[src/rtl/pipe_gen.sv]
// Flappy Bird obstacle generator: scrolls a 16x16 green playfield one column per tick,
// feeding in blank columns and pipe walls with an LFSR-chosen gap.
module pipe_gen #(
    parameter int TICK_DIV = 12_500_000,
    parameter int SPACING  = 4,
    parameter int PIPE_W   = 2,
    parameter int GAP_H    = 4,
    parameter int BIRD_COL = 2
) (
    input  logic         Clock,
    input  logic         RST,
    input  logic         enable,
    input  logic         stop,
    output logic [255:0] green_array,
    output logic [15:0]  greenpix,
    output logic         tick
);

    localparam int DIV_W   = (TICK_DIV > 1) ? $clog2(TICK_DIV) : 1;
    localparam int CNT_MAX = (SPACING > PIPE_W) ? SPACING : PIPE_W;
    localparam int CNT_W   = (CNT_MAX > 1) ? $clog2(CNT_MAX) : 1;

    localparam logic [DIV_W-1:0] DIV_LAST   = DIV_W'(TICK_DIV - 1);
    localparam logic [CNT_W-1:0] SPACE_LAST = CNT_W'(SPACING - 1);
    localparam logic [CNT_W-1:0] WALL_LAST  = CNT_W'(PIPE_W - 1);
    localparam logic [15:0]      GAP_ONES   = 16'((1 << GAP_H) - 1);

    typedef enum logic {SPACE, WALL} state_t;

    state_t             state_q, state_d;
    logic [DIV_W-1:0]   div_cnt_q, div_cnt_d;
    logic [CNT_W-1:0]   col_cnt_q, col_cnt_d;
    logic [3:0]         gap_top_q, gap_top_d;
    logic [7:0]         lfsr_q, lfsr_d;
    logic [255:0]       green_q, green_d;
    logic               tick_q, tick_d;
    logic               running;
    logic               scroll;
    logic [15:0]        new_col;

    always_comb begin
        running   = enable & ~stop;
        scroll    = running && (div_cnt_q == DIV_LAST);
        lfsr_d    = {lfsr_q[6:0], lfsr_q[7] ^ lfsr_q[5] ^ lfsr_q[4] ^ lfsr_q[3]};
        div_cnt_d = div_cnt_q;
        if (running) begin
            div_cnt_d = scroll ? '0 : div_cnt_q + DIV_W'(1);
        end
        new_col   = (state_q == WALL) ? ~(GAP_ONES << gap_top_q) : 16'h0000;
        state_d   = state_q;
        col_cnt_d = col_cnt_q;
        gap_top_d = gap_top_q;
        green_d   = green_q;
        tick_d    = scroll;
        if (scroll) begin
            // Each row shifts left by one; the new column enters at column 15.
            for (int r = 0; r < 16; r++) begin
                green_d[r*16 +: 16] = {new_col[r], green_q[r*16+1 +: 15]};
            end
            case (state_q)
                SPACE: begin
                    if (col_cnt_q == SPACE_LAST) begin
                        state_d   = WALL;
                        col_cnt_d = '0;
                        gap_top_d = {1'b0, lfsr_q[2:0]} + 4'd2;
                    end else begin
                        col_cnt_d = col_cnt_q + CNT_W'(1);
                    end
                end
                WALL: begin
                    if (col_cnt_q == WALL_LAST) begin
                        state_d   = SPACE;
                        col_cnt_d = '0;
                    end else begin
                        col_cnt_d = col_cnt_q + CNT_W'(1);
                    end
                end
                default: begin
                    state_d   = SPACE;
                    col_cnt_d = '0;
                end
            endcase
        end
    end

    always_ff @(posedge Clock or negedge RST) begin
        if (!RST) begin
            state_q   <= SPACE;
            div_cnt_q <= '0;
            col_cnt_q <= '0;
            gap_top_q <= 4'd2;
            lfsr_q    <= 8'hA5;
            green_q   <= '0;
            tick_q    <= 1'b0;
        end else begin
            state_q   <= state_d;
            div_cnt_q <= div_cnt_d;
            col_cnt_q <= col_cnt_d;
            gap_top_q <= gap_top_d;
            lfsr_q    <= lfsr_d;
            green_q   <= green_d;
            tick_q    <= tick_d;
        end
    end

    always_comb begin
        greenpix = '0;
        for (int r = 0; r < 16; r++) begin
            greenpix[r] = green_q[r*16 + BIRD_COL];
        end
    end

    assign green_array = green_q;
    assign tick        = tick_q;

endmodule

[config.mk]
export PLATFORM = sky130hd
export DESIGN_NAME = pipe_gen
export DESIGN_NICKNAME = d
export VERILOG_FILES = /design/src/rtl/pipe_gen.sv
export SDC_FILE = /design/constraint.sdc
export NUM_CORES = 1
export LEC_CHECK = 0
export ABC_AREA = 1
export CAP_MARGIN = 20
export CORE_ASPECT_RATIO = 1.5
export CORE_MARGIN = 5
export CORE_UTILIZATION = 45
export DETAILED_ROUTE_END_ITERATION = 7
export GPL_TIMING_DRIVEN = 1
export PLACE_DENSITY = 0.87
export SLEW_MARGIN = 10
export SYNTH_ARGS = -nofsm -noshare
export SYNTH_HDL_FRONTEND = slang
export SYNTH_SLANG_ARGS = --single-unit
[constraint.sdc]
create_clock -name Clock -period 1.6 [get_ports Clock]
set_clock_uncertainty 0.05 [all_clocks]
set_input_delay 0.32 -clock Clock [delete_from_list [all_inputs] [get_ports Clock]]
set_output_delay 0.32 -clock Clock [all_outputs]
set_load 0.01 [all_outputs]
=== Yosys cells after proc, flatten, opt, wreduce, memory -nomap -nowiden ===
Cells that the tools add are included.

* Add/subtract/negate cells: 3
* $mul: 0
* Div/mod/pow operators: 0
* Magnitude comparators: 0
* Eq/ne operators: 3
* Shift-type cells: 1
* Muxes and demuxes: 8
* Bitwise gates (word level): 7
* Reduce and logical (&&, ||, !) cells: 2

{| class="wikitable"
|+ Operators by type and width
! cell !! count
|-
| $add 24x1->24 const B || 1
|-
| $eq 24x24->1 const B || 1
|-
| $mux 24 || 1
|-
| $mux 16 || 1
|-
| $not 16->16 || 1
|-
| $shl 4x4->16 const A || 1
|-
| $add 3x2->4 const B || 1
|-
| $mux 2 || 2
|-
| $pmux 2 s2 || 1
|-
| $reduce_and 3->1 || 1
|-
| $xor 1x1->1 || 3
|-
| $add 2x1->2 const B || 1
|-
| $eq 2x1->1 const B || 1
|-
| $eq 2x2->1 const B || 1
|-
| $mux 1 || 2
|-
| $not 1->1 || 2
|-
| $pmux 1 s2 || 1
|-
| $and 1x1->1 || 1
|-
| $logic_and 1x1->1 || 1
|}

* Flip-flop bits (word level): 296
* Latch bits: 0
* Bits in writable memories: 0
* Memory bits (read-only): 0
* Input bits: 4
* Output and inout bits: 273
* Logic and storage cells: 31
* Memories kept: 0

=== Longest topological paths before layout ===
* Word-level depth: 4
* Depth in mapped cells: 11
* Gate-level depth less buffers: 10

=== Least setup slack after synthesis ===
OpenSTA, ideal clock, no wires.

* Kind: register to register
* Start: reg div_cnt_q[0]
* End: reg green_q[17], in the netlist green_array[17]
* Library setup time: 0.134 ns
* Arrival time: 1.559 ns
* Data required time: 1.416 ns
* Setup slack: -0.143 ns
* Stages on the path, launching flop included: 11
* Path buffers: 2
* Period minus slack after synthesis: 1.743 ns
* Cells stage by stage: dfrtp_1 -> ha_1 -> nand2_1 -> inv_2 -> nand2_1 -> nor2_2 -> nand3_2 -> buf_6 -> buf_2 -> nand2_1 -> o21ai_0

* Cells in the longest elaborated chain, start to end: 2

{| class="wikitable"
|+ Ends and longest elaborated chain
! element !! line !! text
|-
| start, declared || 31 || <nowiki>logic [DIV_W-1:0] div_cnt_q, div_cnt_d;</nowiki>
|-
| start signal, assigned || 97 || <nowiki>div_cnt_q <= div_cnt_d;</nowiki>
|-
| $eq 24x24->1 || 43 || <nowiki>scroll = running && (div_cnt_q == DIV_LAST);</nowiki>
|-
| $logic_and 1x1->1 || 43 ||
|-
| end signal, assigned || 101 || <nowiki>green_q <= green_d;</nowiki>
|-
| end, declared || 35 || <nowiki>logic [255:0] green_q, green_d;</nowiki>
|}

No other way between the ends.
A chain may end at the register's enable or synchronous reset.

=== Worst setup path in the final report ===
* Start: reg div_cnt_q[0]
* End: reg green_q[190], in the netlist green_array[190]

The elaborated chain is that of the path after synthesis.

==> reports/qor.txt <==
# Max-Cap Violations -> 0
# setup viols final -> 297
Largest area contributor in the netlist -> dfrtp_1
Commonest non-fill, non-tap cell in the layout -> dfrtp_1
Total power -> 15.67 mW
Largest net degree at the start of global routing -> 70
Starting Density -> 45.27%
Num ports -> 277
Commonest cells after routing, fill and taps aside -> dfrtp_1 (287), nand2_1 (271), clkdlybuf4s15_1 (185)
Synth area leaders -> dfrtp_1 (61%), nand2_1 (12%), o21ai_1 (7.2%)
Layout cells sized above 1 -> 31.34%
Synth cell types -> 28
Initial DRC Count -> 794
Yosys reg bits -> 296
Clk buf depth -> 3
Clock power frac -> 42.6%
Crit path DAT -> 2360 ps
Reg power frac -> 49.1%
Final estimated routing congestion in global placement -> 0.8903
Sw power -> 3.811 mW
Fin crit period -> 1983 ps
Layout area overhead -> 56.18%
Tcrit/Tclk final -> 123.9%
Final WL -> 42910 um
Worst-path clk slew -> 70 ps
Net Sw Frac -> 24.32%
Die Y -> 209.6 um
Mapped Area -> 0.01195 sq mm
Net Count, Synth -> 1321
Wire length per cell -> 20.33 um
Max Slew Vio Count -> 0
Cells after synthesis -> 1310
CTS Root Cell -> clkbuf_16
Pwr per Cell Area -> 839.7 mW/mm^2
Worst skew pair latency -> 550 ps
Post-DRT Antenna Nets -> 0
Total core area -> 0.02640 sq mm
CTS tree -> built
Status -> finished with violations
Leakage -> 9.642 nW
RSZ-0062 raised after global routing -> yes
Gr ovfl total -> 0
Critical path fanouts, max -> 32
Hold WS -> 151.8 ps
Final Worst Setup Slack -> -383.1 ps
Final #Nets -> 1766
Vias in the first global route -> 11310
First-pass GRT wire length -> 59280 um
Crit path launch type -> flip-flop
Clk sink count -> 296
Overall global routing resource usage -> 24.51%
Post-synth top area share -> 60.94%
CTS Buf Count -> 27
Slew headroom -> 66.54%
Critical Path RT -> 1970 ps
DRC errors left -> 0
Ant. Diodes -> 0
WS Path Type -> flip-flop to flip-flop
Combinational Power Share -> 8.3%
Post-DP HPWL -> 23090 um
Fmax -> 504.3 MHz
Internal Power -> 11.86 mW
IR drop worst, VDD -> 0.0008613 V
Die area -> 0.02998 sq mm
Initial antenna violation count -> 0
Critical path capture point type -> flip-flop
Core Rows -> 73
Endpoints failing hold -> 0
Worst Tran Pin Value -> 501.9 ps
Hold WC Path Type -> input pin to asynchronous set/reset pin
Fillers -> 1596
CTS H-tree depth -> 1
Vias -> 11460
Synth warn -> 0
Seq/Total Area, Yosys -> 62.04%
Drt pass-1 iters -> 5
Width of the chip -> 143.1 um
Failing checks -> negative setup slack
Drt via density -> 5.429
IO Port Bufs -> 276
Mean post-synth cell area -> 9.122 sq um
-- repair_timing --
| action | in CTS | in global routing |
|---|---|---|
| gates resized for setup | 616 | 322 |
| endpoints found under the hold margin | 183 | 0 |
| hold buffers | 1 | 0 |
| pin swaps | 10 | 19 |
| gates cloned | 11 | 22 |
| setup buffers | 55 | 38 |
| endpoints found under the setup margin | 557 | 393 |
-- critical path, cell delays in order, from the launching register on --
cell	delay, ps
dfrtp_1	370
ha_2	200
nand2_2	60
inv_2	70
nand2_4	60
nor2_4	180
buf_6	130
nand3_4	120
buf_12	200
buf_16	180
nand2_1	110
o21ai_1	100
-- sequential cells by signal, summed over array words and instances (netlist names), named ones only --
name	cells
tick	1
lfsr_q	8
green_array	256
col_cnt_q	2
div_cnt_q	24
gap_top_q	4
-- cell usage after synthesis --
master,n
nor2_1,59
o22ai_1,2
xor2_1,8
nand2_1,378
nand3_2,1
nor2_2,4
o21bai_1,3
xnor2_1,3
buf_4,28
clkbuf_1,12
dfrtp_1,291
a21oi_1,5
o21ai_0,82
o31ai_1,1
clkinv_1,2
nor2_4,1
inv_1,156
a31oi_1,1
buf_6,3
buf_2,34
inv_2,4
nor3_1,8
o211ai_1,1
dfstp_2,5
ha_1,7
nand3_1,30
o21ai_1,172
nand4_1,9
-- metrics by stage --
step / cells / worst slack [ps] / instance area, sq um / TNS, ps / util (%)
finish: 2111 / -383.1 / 18660 / -76240 / 70.71
CTS: 2053 / -225.5 / 17440 / -47000 / 66.08
global placement: 1938 / -654.7 / 15620 / -157710 / 59.16
detailed placement: 1938 / -706.2 / 15620 / -169480 / 59.16
floorplan: 1310 / -16.73 / 12070 / -2181 / -
global route: 2111 / -451.2 / 18660 / -96860 / 70.71
-- metal layers --
metal / wire (um) / track usage [%] / up-vias
li1: - / - / 5026
met5: 0 / 0 / -
met1: 15110 / 28.56 / 5647
met2: 22330 / 42.62 / 616
met3: 2718 / 3.374 / 171
met4: 2758 / 14.33 / 0
-- logic make-up (layout without fill, tap and decap cells) --
logic type,count (synthesis),in the layout,synth area share [%]
flops,296,296,62.04
buf+inv,239,703,8.931
fa+ha+maj,7,7,0.7329
xor+xnor,11,11,0.8063
compound gates,267,267,11.32
simple gates,490,490,16.18
-- area by class of cell --
class	instances	area, sq um	area share (%)
multi-input combinational	775	4329	23.19
tap	337	421.7	2.259
inverter	162	608.1	3.258
clock buffer	38	787.0	4.217
sequential	296	7418	39.75
clock inverter	10	110.1	0.5899
timing repair buffer	493	4990	26.73
-- power groups by stage --
| stage | clock (mW) | sequential (mW) | combinational [mW] |
|---|---|---|---|
| floorplan | 0 | 7.85 | 0.422 |
| global placement | 0 | 7.82 | 1.04 |
| detailed placement | 0 | 7.83 | 1.07 |
| CTS | 6.68 | 7.69 | 1.16 |
| global route | 7.04 | 7.71 | 1.40 |
| finish | 6.67 | 7.70 | 1.30 |
-- worst paths after layout --
path	startpoint	end	slack (ps)	cells after the start
max	div_cnt_q[0]$_DFFE_PN0P_	green_array[190]$_DFFE_PN0N_	-380	11
min	RST	green_array[8]$_DFFE_PN0N_	150	2
max reg2reg	div_cnt_q[0]$_DFFE_PN0P_	green_array[190]$_DFFE_PN0N_	-380	11
min reg2reg	lfsr_q[6]$_DFF_PN0_	lfsr_q[7]$_DFF_PN1_	320	0
max in group asynchronous	RST	green_array[178]$_DFFE_PN0N_	640	4
min in group Clock	lfsr_q[6]$_DFF_PN0_	lfsr_q[7]$_DFF_PN1_	320	0
No activity file was read; power rests on OpenSTA's default activity.
